## src/rtl/systolic_drain.sv

```systemverilog
// Bottom-edge collector for the systolic array: de-skews the staggered PE outputs into
// whole rows and queues them in a small FIFO drained over a valid/ready handshake.
module systolic_drain #(
  parameter int unsigned N        = 4,
  parameter int unsigned M        = 4,
  parameter int unsigned NUM_BITS = 8,
  parameter int unsigned DEPTH    = 4
) (
  input  logic                  clk_i,
  input  logic                  rst_i,
  input  logic                  start_i,
  input  logic [N*NUM_BITS-1:0] col_i,
  output logic [N*NUM_BITS-1:0] row_o,
  output logic                  row_valid_o,
  input  logic                  row_ready_i,
  output logic                  busy_o,
  output logic                  overflow_o
);

  localparam int unsigned W     = N * NUM_BITS;
  localparam int unsigned FillW = (N > 1) ? $clog2(N) : 1;
  localparam int unsigned RowW  = $clog2(M + 1);
  localparam int unsigned PtrW  = $clog2(DEPTH);
  localparam int unsigned CntW  = $clog2(DEPTH + 1);

  localparam logic [FillW-1:0] FillLast = FillW'((N > 1) ? N - 2 : 0);
  localparam logic [RowW-1:0]  RowLast  = RowW'(M - 1);
  localparam logic [CntW-1:0]  CntFull  = CntW'(DEPTH);

  localparam logic [1:0] ST_IDLE    = 2'd0;
  localparam logic [1:0] ST_FILL    = 2'd1;
  localparam logic [1:0] ST_CAPTURE = 2'd2;

  logic [W-1:0] w_aligned;

  // Column c is delayed N-1-c cycles so every column of a row lines up with column N-1.
  for (genvar c = 0; c < N; c++) begin : g_col
    localparam int Stages = int'(N) - 1 - c;
    if (Stages == 0) begin : g_comb
      assign w_aligned[c*NUM_BITS +: NUM_BITS] = col_i[c*NUM_BITS +: NUM_BITS];
    end else begin : g_dly
      logic [NUM_BITS-1:0] r_dly [Stages];
      always_ff @(posedge clk_i or posedge rst_i) begin
        if (rst_i) begin
          for (int s = 0; s < Stages; s++) begin
            r_dly[s] <= '0;
          end
        end else begin
          r_dly[0] <= col_i[c*NUM_BITS +: NUM_BITS];
          for (int s = 1; s < Stages; s++) begin
            r_dly[s] <= r_dly[s-1];
          end
        end
      end
      assign w_aligned[c*NUM_BITS +: NUM_BITS] = r_dly[Stages-1];
    end
  end

  logic [1:0]       r_state, w_state_nxt;
  logic [FillW-1:0] r_fill_cnt, w_fill_nxt;
  logic [RowW-1:0]  r_row_cnt, w_row_nxt;

  always_comb begin
    w_state_nxt = r_state;
    w_fill_nxt  = r_fill_cnt;
    w_row_nxt   = r_row_cnt;
    case (r_state)
      ST_IDLE: begin
        if (start_i) begin
          w_fill_nxt  = '0;
          w_row_nxt   = '0;
          w_state_nxt = (N == 1) ? ST_CAPTURE : ST_FILL;
        end
      end
      ST_FILL: begin
        if (r_fill_cnt == FillLast) begin
          w_state_nxt = ST_CAPTURE;
          w_row_nxt   = '0;
        end else begin
          w_fill_nxt = r_fill_cnt + 1'b1;
        end
      end
      ST_CAPTURE: begin
        if (r_row_cnt == RowLast) begin
          w_state_nxt = ST_IDLE;
        end else begin
          w_row_nxt = r_row_cnt + 1'b1;
        end
      end
      default: w_state_nxt = ST_IDLE;
    endcase
  end

  always_ff @(posedge clk_i or posedge rst_i) begin
    if (rst_i) begin
      r_state    <= ST_IDLE;
      r_fill_cnt <= '0;
      r_row_cnt  <= '0;
    end else begin
      r_state    <= w_state_nxt;
      r_fill_cnt <= w_fill_nxt;
      r_row_cnt  <= w_row_nxt;
    end
  end

  logic [W-1:0]    r_mem [DEPTH];
  logic [PtrW-1:0] r_wr_ptr, r_rd_ptr;
  logic [CntW-1:0] r_count;
  logic            r_overflow;
  logic            w_push, w_pop, w_push_ok;

  assign w_push    = (r_state == ST_CAPTURE);
  assign w_pop     = (r_count != '0) && row_ready_i;
  // A full FIFO still takes the row when the head leaves in the same cycle.
  assign w_push_ok = w_push && ((r_count != CntFull) || w_pop);

  always_ff @(posedge clk_i or posedge rst_i) begin
    if (rst_i) begin
      r_wr_ptr   <= '0;
      r_rd_ptr   <= '0;
      r_count    <= '0;
      r_overflow <= 1'b0;
    end else begin
      if (w_push_ok) r_wr_ptr <= r_wr_ptr + 1'b1;
      if (w_pop) r_rd_ptr <= r_rd_ptr + 1'b1;
      r_count <= r_count + CntW'(w_push_ok) - CntW'(w_pop);
      if (w_push && !w_push_ok) r_overflow <= 1'b1;
    end
  end

  always_ff @(posedge clk_i) begin
    if (w_push_ok) r_mem[r_wr_ptr] <= w_aligned;
  end

  assign row_valid_o = (r_count != '0);
  assign row_o       = row_valid_o ? r_mem[r_rd_ptr] : '0;
  assign busy_o      = (r_state != ST_IDLE);
  assign overflow_o  = r_overflow;

endmodule

```

## config.mk

```make
export PLATFORM = sky130hd
export DESIGN_NAME = systolic_drain
export DESIGN_NICKNAME = d
export VERILOG_FILES = /design/src/rtl/systolic_drain.sv
export SDC_FILE = /design/constraint.sdc
export NUM_CORES = 1
export LEC_CHECK = 0
export ABC_AREA = 1
export ABC_CLOCK_PERIOD_IN_PS = 4000
export CAP_MARGIN = 20
export CORE_ASPECT_RATIO = 1.75
export CORE_MARGIN = 3
export CORE_UTILIZATION = 30
export DETAILED_ROUTE_END_ITERATION = 12
export PLACE_DENSITY = 0.58
export SYNTH_ARGS = -nofsm -noshare
export SYNTH_HDL_FRONTEND = slang
export SYNTH_SLANG_ARGS = --single-unit
```

## constraint.sdc

```tcl
create_clock -name clk_i -period 4 [get_ports clk_i]
set_input_delay 1 -clock clk_i [delete_from_list [all_inputs] [get_ports clk_i]]
set_output_delay 1 -clock clk_i [all_outputs]
set_load 0.1 [all_outputs]
```

* Yosys cells after proc, flatten, opt, wreduce, memory -nomap -nowiden
Memories as Yosys holds them, arrays and structs flattened.
Cells that the tools add are included.
** Word-level totals
- Flip-flop bits (word level) :: 63
- Memory bits (writable) :: 128
- Input bits :: 36
- Output and inout bits :: 35
- Logic and storage cells :: 57
- Memories kept :: 1
** Cells by class
- Add/sub/neg operators :: 6
- Equality and inequality tests :: 10
- Muxes and demuxes :: 14
- Reductions and logical operators :: 13
** Memories
- r_mem :: words 4, width 32, rd ports 1, clocked after Yosys merged registers in 0, write ports 1, line 106 : logic [W-1:0] r_mem [DEPTH];
** Operators by type and width (count)
- $mux W32 :: 1
- $mux W2 :: 5
- $mux W3 :: 3
- $pmux W3 S3 :: 1
- $ne A2 B2 Y1 const B :: 4
- $add A2 B1 Y2 const B :: 3
- $pmux W2 S3 :: 1
- $reduce_and A3 Y1 :: 2
- $reduce_bool A3 Y1 :: 2
- $eq A2 B2 Y1 const B :: 2
- $pmux W2 S2 :: 1
- $reduce_and A4 Y1 :: 1
- $reduce_bool A2 Y1 :: 2
- $add A3 B1 Y3 :: 1
- $add A3 B1 Y3 const B :: 1
- $eq A3 B2 Y1 const B :: 1
- $logic_and A1 B1 Y1 :: 3
- $ne A3 B3 Y1 const B :: 1
- $sub A3 B1 Y3 :: 1
- $eq A2 B1 Y1 const B :: 1
- $logic_not A2 Y1 :: 1
- $mux W1 :: 2
- $ne A2 B1 Y1 const B :: 1
- $logic_not A1 Y1 :: 1
- $logic_or A1 B1 Y1 :: 1

* Depth between registers and ports, before layout
Gate-level depths: netlist of run 1.
- Depth in word-level cells :: 6
- Gate-level depth with buffers :: 10
- Gate-level depth less buffers :: 10

* Least setup slack after synthesis of run 1
No wires, ideal clock.
- Path type :: reg2out
- Start point :: register r_count[1]
- End point :: output row_o[0]
- Arrival time :: 3.028 ns
- Required time :: 3.000 ns
- Slack :: -0.028 ns
- Cell stages (with the launch flop) :: 6
- Buffers on the path :: 1
- Cell sequence :: dfrtp_1 nor2_1 nand2_1 inv_1 buf_2 a21oi_1
** On the way
- Longest elaborated chain between the ends :: 2
** RTL lines
- start: declaration :: line 108 : logic [CntW-1:0] r_count;
- start signal: assignment :: line 126 : r_count <= r_count + CntW'(w_push_ok) - CntW'(w_pop);
- $reduce_bool A3 Y1 :: line 135 : assign row_valid_o = (r_count != '0);
- named net row_valid_o :: line 14 : output logic row_valid_o,
- $mux W32 :: line 136 : assign row_o = row_valid_o ? r_mem[r_rd_ptr] : '0;
- end: declaration :: line 13 : output logic [N*NUM_BITS-1:0] row_o,
The timed path passes the listed nets, and every way through them passes these cells.

* Worst setup path after layout of run 1
- Start point :: register r_rd_ptr[0]
- End point :: output row_o[11]
** On the way
- Longest elaborated chain between the ends :: 2
** RTL lines
- start: declaration :: line 107 : logic [PtrW-1:0] r_wr_ptr, r_rd_ptr;
- start signal: assignment :: line 125 : if (w_pop) r_rd_ptr <= r_rd_ptr + 1'b1;
- $mem_v2 Z4 W32
- $mux W32 :: line 136
Every way passes these cells.

==> results of run 1 <==
[kinds of logic (layout without fill, tap and decap cells)]
kind of cell    Yosys count  after routing  share of synthesized area, %
other cells               0              1                             0
xor+xnor                  4              4                         0.478
fa+ha+maj                10             10                          1.81
buf+inv                 112            205                          6.85
flops                   191            191                          74.0
simple gates            262            262                          14.2
compound gates           39             39                          2.77
[cell usage after synthesis]
master / n / share of area [%]
dfrtp_1: 63 / 22
a21oi_1: 32 / 2.2
edfxtp_1: 128 / 52
o21ai_0: 4 / 0.27
o21bai_1: 3 / 0.31
buf_2: 8 / 0.55
nand3_1: 37 / 2.5
buf_1: 1 / 0.051
nand2_1: 210 / 11
ha_1: 9 / 1.5
buf_6: 6 / 0.92
xor2_1: 1 / 0.12
xnor2_1: 3 / 0.36
clkbuf_1: 2 / 0.10
buf_4: 7 / 0.72
nand4_1: 3 / 0.26
nor2_1: 12 / 0.61
inv_2: 1 / 0.051
fa_1: 1 / 0.27
inv_1: 87 / 4.5
[through the flow]
step	TNS [ns]	utilization [%]	instance area, um2	instances	setup slack (ns)
global route	0	38.7	9300	1019	0.620
finish	0	38.7	9300	1020	0.790
global placement	0	36.4	8730	987	0.819
detailed placement	0	36.4	8730	987	0.782
floorplan	-0.839	-	7330	618	-0.0280
CTS	0	38.7	9300	1019	0.699
[state kept, by name, indices dropped and copies added, names as in the netlist]
| register | count |
|---|---|
| r_rd_ptr | 2 |
| r_mem | 128 |
| r_fill_cnt | 2 |
| g_col.g_dly.r_dly | 48 |
| overflow_o | 1 |
| r_wr_ptr | 2 |
| r_state | 2 |
| r_count | 3 |
| r_row_cnt | 3 |
[metal layers]
| metal | part of all wire (%) | vias up | GRT usage [%] | routed length [um] |
|---|---|---|---|---|
| met1 | 39 | 2074 | 12.4 | 5530 |
| met4 | 1.6 | 0 | 4.69 | 233 |
| li1 | - | 2143 | - | - |
| met3 | 4.3 | 13 | 3.29 | 611 |
| met2 | 55 | 59 | 21.1 | 7790 |
| met5 | 0 | - | 0 | 0 |
[layout make-up]
cell class / count / area share, %
Sequential cell: 191 / 58.3
Multi-Input combinational cell: 315 / 15.5
Timing Repair Buffer: 85 / 12.5
Clock buffer: 18 / 4.84
Tap cell: 308 / 4.14
Inverter: 88 / 3.55
Clock inverter: 14 / 1.22
Antenna cell: 1 / 0.0269
[worst paths after layout]
check | endpoint | depth (start not counted) | slack (ns) | startpoint
max in group asynchronous | g_col[1].g_dly.r_dly[15] | 3 | 2.33 | rst_i
max reg2reg | r_count[2] | 10 | 1.73 | r_state[0]
min reg2reg | g_col[0].g_dly.r_dly[2] | 0 | 0.35 | g_col[0].g_dly.r_dly[10]
max | row_o[11] | 6 | 0.79 | r_rd_ptr[0]
min | g_col[0].g_dly.r_dly[2] | 0 | 0.35 | g_col[0].g_dly.r_dly[10]
min in group asynchronous | g_col[0].g_dly.r_dly[19] | 2 | 0.92 | rst_i
==> flow_summary.json, run 1 <==
{
  "status": "completed",
  "fmax_ghz": 0.312,
  "wirelength_um": 14200,
  "path_class": "reg2out",
  "tightest_slew_ns": 0.973,
  "cp_common_cell": "nand2_1",
  "drive_gt1_share_pct": 12.2,
  "overflow": 0,
  "wire_per_inst_um": 13.9,
  "clk_pin_slew_ns": 0.07,
  "crit_family": "buffers and inverters",
  "detail-route-antenna-nets": 0,
  "core-area_um2": 24000,
  "post-route-period-util_pct": 80.2,
  "layout_common_cells": "210 x nand2_1, 128 x edfxtp_1, 86 x inv_1",
  "worstSkewPairLatency_ns": 0.43,
  "syn_to_final_growth_pct": 26.9,
  "critPathLaunchType": "flip-flop",
  "dp_hpwl_um": 8930,
  "die_area_um2": 26400,
  "arrival_ns": 2.21,
  "io_pins": 71,
  "drv_slew": 0,
  "layout_commonest_cell": "nand2_1",
  "synthCells": 618,
  "rows": 75,
  "cts_max_level": 4,
  "path_cells": "buf_4 > nand2_1 > nand2_1 > nand2_1 > a21oi_1 > buf_12",
  "viasPerCell": 4.20,
  "gp_congestion": 0.701,
  "initial_core_util_pct": 30.5,
  "cts.repair.resized": 0,
  "worst-endpoint-required_ns": 3.00,
  "multi_input_area_um2": 1440,
  "cp-end-kind": "output port",
  "yosys_warnings": 0,
  "ff_latch_area_um2": 5420,
  "hold_viol": 0,
  "critical_path_buf_inv_count": 2,
  "cts_tree": "yes",
  "avgSynthCellArea_um2": 11.9,
  "finalClockSkew_ns": 0.00926,
  "cts_root_buf": "clkbuf_16",
  "rsz0062_at_grt": "false",
  "nets": 744,
  "grt_pass1_wl_um": 22800,
  "synth-seq-area-share_pct": 74.0,
  "antenna_found_initial": 1,
  "finalSetupViolCount": 0,
  "fillers": 2340,
  "num_vias": 4289,
  "crit_fanout": 65,
  "cap_violations": 0,
  "drtPass1Iterations": 4,
  "slowest_stage": "buf_4",
  "synth_cell_types": 20,
  "whs_ns": 0.348,
  "cts_sinks": 191,
  "drc": 0,
  "cts_setup_buffers": 0,
  "ctsLongestPathBuffers": 2,
  "critical-path-max-stage-delay_ns": 0.58,
  "synth_area_um2": 7330,
  "die_h_um": 213,
  "die_w_um": 124,
  "track_usage_pct": 11.6,
  "ctsHoldBuffers": 0,
  "grt_max_degree": 66,
  "syn_nets": 664,
  "drtIter0Drc": 143,
  "fin_crit_ns": 3.21,
  "cts_buffers": 17,
  "slew_headroom_pct": 34.9,
  "ys_ff_latch": 191,
  "hp-class": "reg2reg",
  "io_buffers": 70,
  "grt_pass1_vias": 4447
}
Power of run 1 is not shown: default switching activity piles up to over one toggle a cycle in this logic, so the estimate is an artifact.
==> run 2, diff against run 1 <==
--- a/config.mk
+++ b/config.mk
@@ -6,13 +6,13 @@
 export NUM_CORES = 1
 export LEC_CHECK = 0
 export ABC_AREA = 1
-export ABC_CLOCK_PERIOD_IN_PS = 4000
+export ABC_CLOCK_PERIOD_IN_PS = 2900
 export CAP_MARGIN = 20
 export CORE_ASPECT_RATIO = 1.75
 export CORE_MARGIN = 3
 export CORE_UTILIZATION = 30
 export DETAILED_ROUTE_END_ITERATION = 12
-export PLACE_DENSITY = 0.58
+export PLACE_DENSITY = 0.6
 export SYNTH_ARGS = -nofsm -noshare
 export SYNTH_HDL_FRONTEND = slang
 export SYNTH_SLANG_ARGS = --single-unit
==> constraint.sdc (replaced) <==
create_clock -name clk_i -period 2.9 [get_ports clk_i]
set_input_delay 0.725 -clock clk_i [delete_from_list [all_inputs] [get_ports clk_i]]
set_output_delay 0.725 -clock clk_i [all_outputs]
set_load 0.1 [all_outputs]
==> run 2 against run 1 <==
Against the previous run:
- global-route usage up 0.38 points
- non-clock buffer count stayed put
- register-to-register slack got worse by 0.94 ns
- routed wire length up 2.3%
- core utilization rose by 2.1 points
- critical path depth stayed put
- sequential share of layout area decreased by 3.0 points
- critical path type unchanged
- final area rose by 5.4%
- clock skew is 0.0023 ns lower
- clock-buffer cell count decreased by 1
==> flow_summary.json, run 2 (same netlist as run 1, synthesis figures left out) <==
{
  "gp_congestion": 0.739,
  "largest_reg_flops": 128,
  "status": "completed",
  "grt_max_degree": 66,
  "cts_tree": "yes",
  "top_register": "r_mem",
  "wirelength_um": 14500,
  "die_w_um": 124,
  "detail-route-antenna-nets": 0,
  "ctsHoldBuffers": 0,
  "cts_sinks": 191,
  "worstRegToRegCells": 10,
  "ctsLongestPathBuffers": 2,
  "layout_commonest_cell": "nand2_1",
  "finalSetupViolCount": 0,
  "clk_pin_slew_ns": 0.07,
  "cap_violations": 0,
  "io_buffers": 70,
  "worst-endpoint-required_ns": 2.17,
  "drtPass1Iterations": 4,
  "drive_gt1_share_pct": 17.3,
  "rrSetupSlack_ns": 0.79,
  "die_h_um": 213,
  "viasPerCell": 4.24,
  "tightest_slew_ns": 0.521,
  "rows": 75,
  "slew_headroom_pct": 65.3,
  "critPathLaunchType": "flip-flop",
  "cts_buffers": 17,
  "wire_per_inst_um": 14.2,
  "track_usage_pct": 11.9,
  "path_class": "reg2out",
  "initial_core_util_pct": 30.5,
  "drv_slew": 0,
  "fillers": 2268,
  "setup_tns_ns": 0,
  "reg_top3": "r_mem: 128 flops, g_col.g_dly.r_dly: 48 flops",
  "grt_pass1_wl_um": 23400,
  "finalClockSkew_ns": 0.00692,
  "layout_common_cells": "209 x nand2_1, 128 x edfxtp_1, 85 x inv_1",
  "post-route-period-util_pct": 92.7,
  "core-area_um2": 24000,
  "grt_pass1_vias": 4512,
  "die_area_um2": 26400,
  "cts_setup_buffers": 0,
  "fin_crit_ns": 2.69,
  "io_pins": 71,
  "hold_viol": 0,
  "drtIter0Drc": 125,
  "cts_root_buf": "clkbuf_16",
  "cp-end-kind": "output port",
  "crit_fanout": 65,
  "drc": 0,
  "fmax_ghz": 0.372,
  "num_vias": 4327,
  "r2r_end": "r_count[1]",
  "crit_start": "r_rd_ptr[0]",
  "hp-class": "reg2reg",
  "nets": 744,
  "worstReg2RegStart": "r_count[1]",
  "cts_max_level": 4,
  "antenna_found_initial": 0,
  "syn_to_final_growth_pct": 33.8,
  "dp_hpwl_um": 9010,
  "crit_path_end": "row_o[5]",
  "overflow": 0,
  "arrival_ns": 1.96,
  "rsz0062_at_grt": "false",
  "worstSkewPairLatency_ns": 0.44
}
[run 2: changes by cell type in the layout (fill, tap and decap cells not counted), moves of 4 or more]
cell / delta
a21oi_1: -32
a21oi_4: +30
buf_12: +7
buf_4: -5
bufinv_16: +4
[run 2: worst min-delay path by stage]
stage                              from                        to  slack, ns  cells after the start
2_1_floorplan   g_col[0].g_dly.r_dly[8]   g_col[0].g_dly.r_dly[0]       0.33                      0
3_3_place_gp   g_col[1].g_dly.r_dly[15]   g_col[1].g_dly.r_dly[7]       0.33                      0
3_5_place_dp   g_col[1].g_dly.r_dly[10]   g_col[1].g_dly.r_dly[2]       0.33                      0
4_1_cts        g_col[0].g_dly.r_dly[18]  g_col[0].g_dly.r_dly[10]       0.35                      0
5_1_grt        g_col[0].g_dly.r_dly[14]   g_col[0].g_dly.r_dly[6]       0.36                      0
6_report       g_col[0].g_dly.r_dly[18]  g_col[0].g_dly.r_dly[10]       0.35                      0
[run 2: area by class of cell]
class | count | area [um2] | area share (%)
inverters | 88 | 338 | 3.45
flip-flops and latches | 191 | 5420 | 55.3
diodes | 1 | 2.50 | 0.0255
clock buffers | 17 | 425 | 4.34
repair buffers | 85 | 1240 | 12.7
well taps | 308 | 385 | 3.93
multi-input cells | 315 | 1790 | 18.2
clock inverters | 15 | 204 | 2.08
[run 2: critical path, stage by stage, from the launching register on]
cell and delay, ns:
dfrtp_2 0.39, buf_6 0.45, nand2_1 0.10, nand2_1 0.09, nand2_1 0.09, a21oi_4 0.20, buf_12 0.20
[run 2: repair_timing]
action / in CTS / in global routing
endpoints found under the setup margin: 22 / 32
hold endpoints to repair: 0 / 0
gates resized for setup: 1 / 3
[run 2: through the flow]
stage / cell area (um2) / worst slack (ns) / cells / util (%) / hold WS (ns)
final: 9810 / 0.211 / 1020 / 40.8 / 0.350
after floorplan: 7680 / 0.110 / 618 / - / 0.331
after global routing: 9800 / 0.0623 / 1019 / 40.8 / 0.360
after CTS: 9800 / 0.0210 / 1019 / 40.8 / 0.352
after detailed placement: 9160 / 0.302 / 987 / 38.1 / 0.335
after global placement: 9160 / 0.332 / 987 / 38.1 / 0.333
[run 2: layer usage]
metal / track usage (%) / wire, um
met3: 3.47 / 554
met1: 12.5 / 5540
met4: 5.07 / 292
met2: 21.8 / 8110
met5: 0 / 0
Power of run 2 is left out for the same reason.
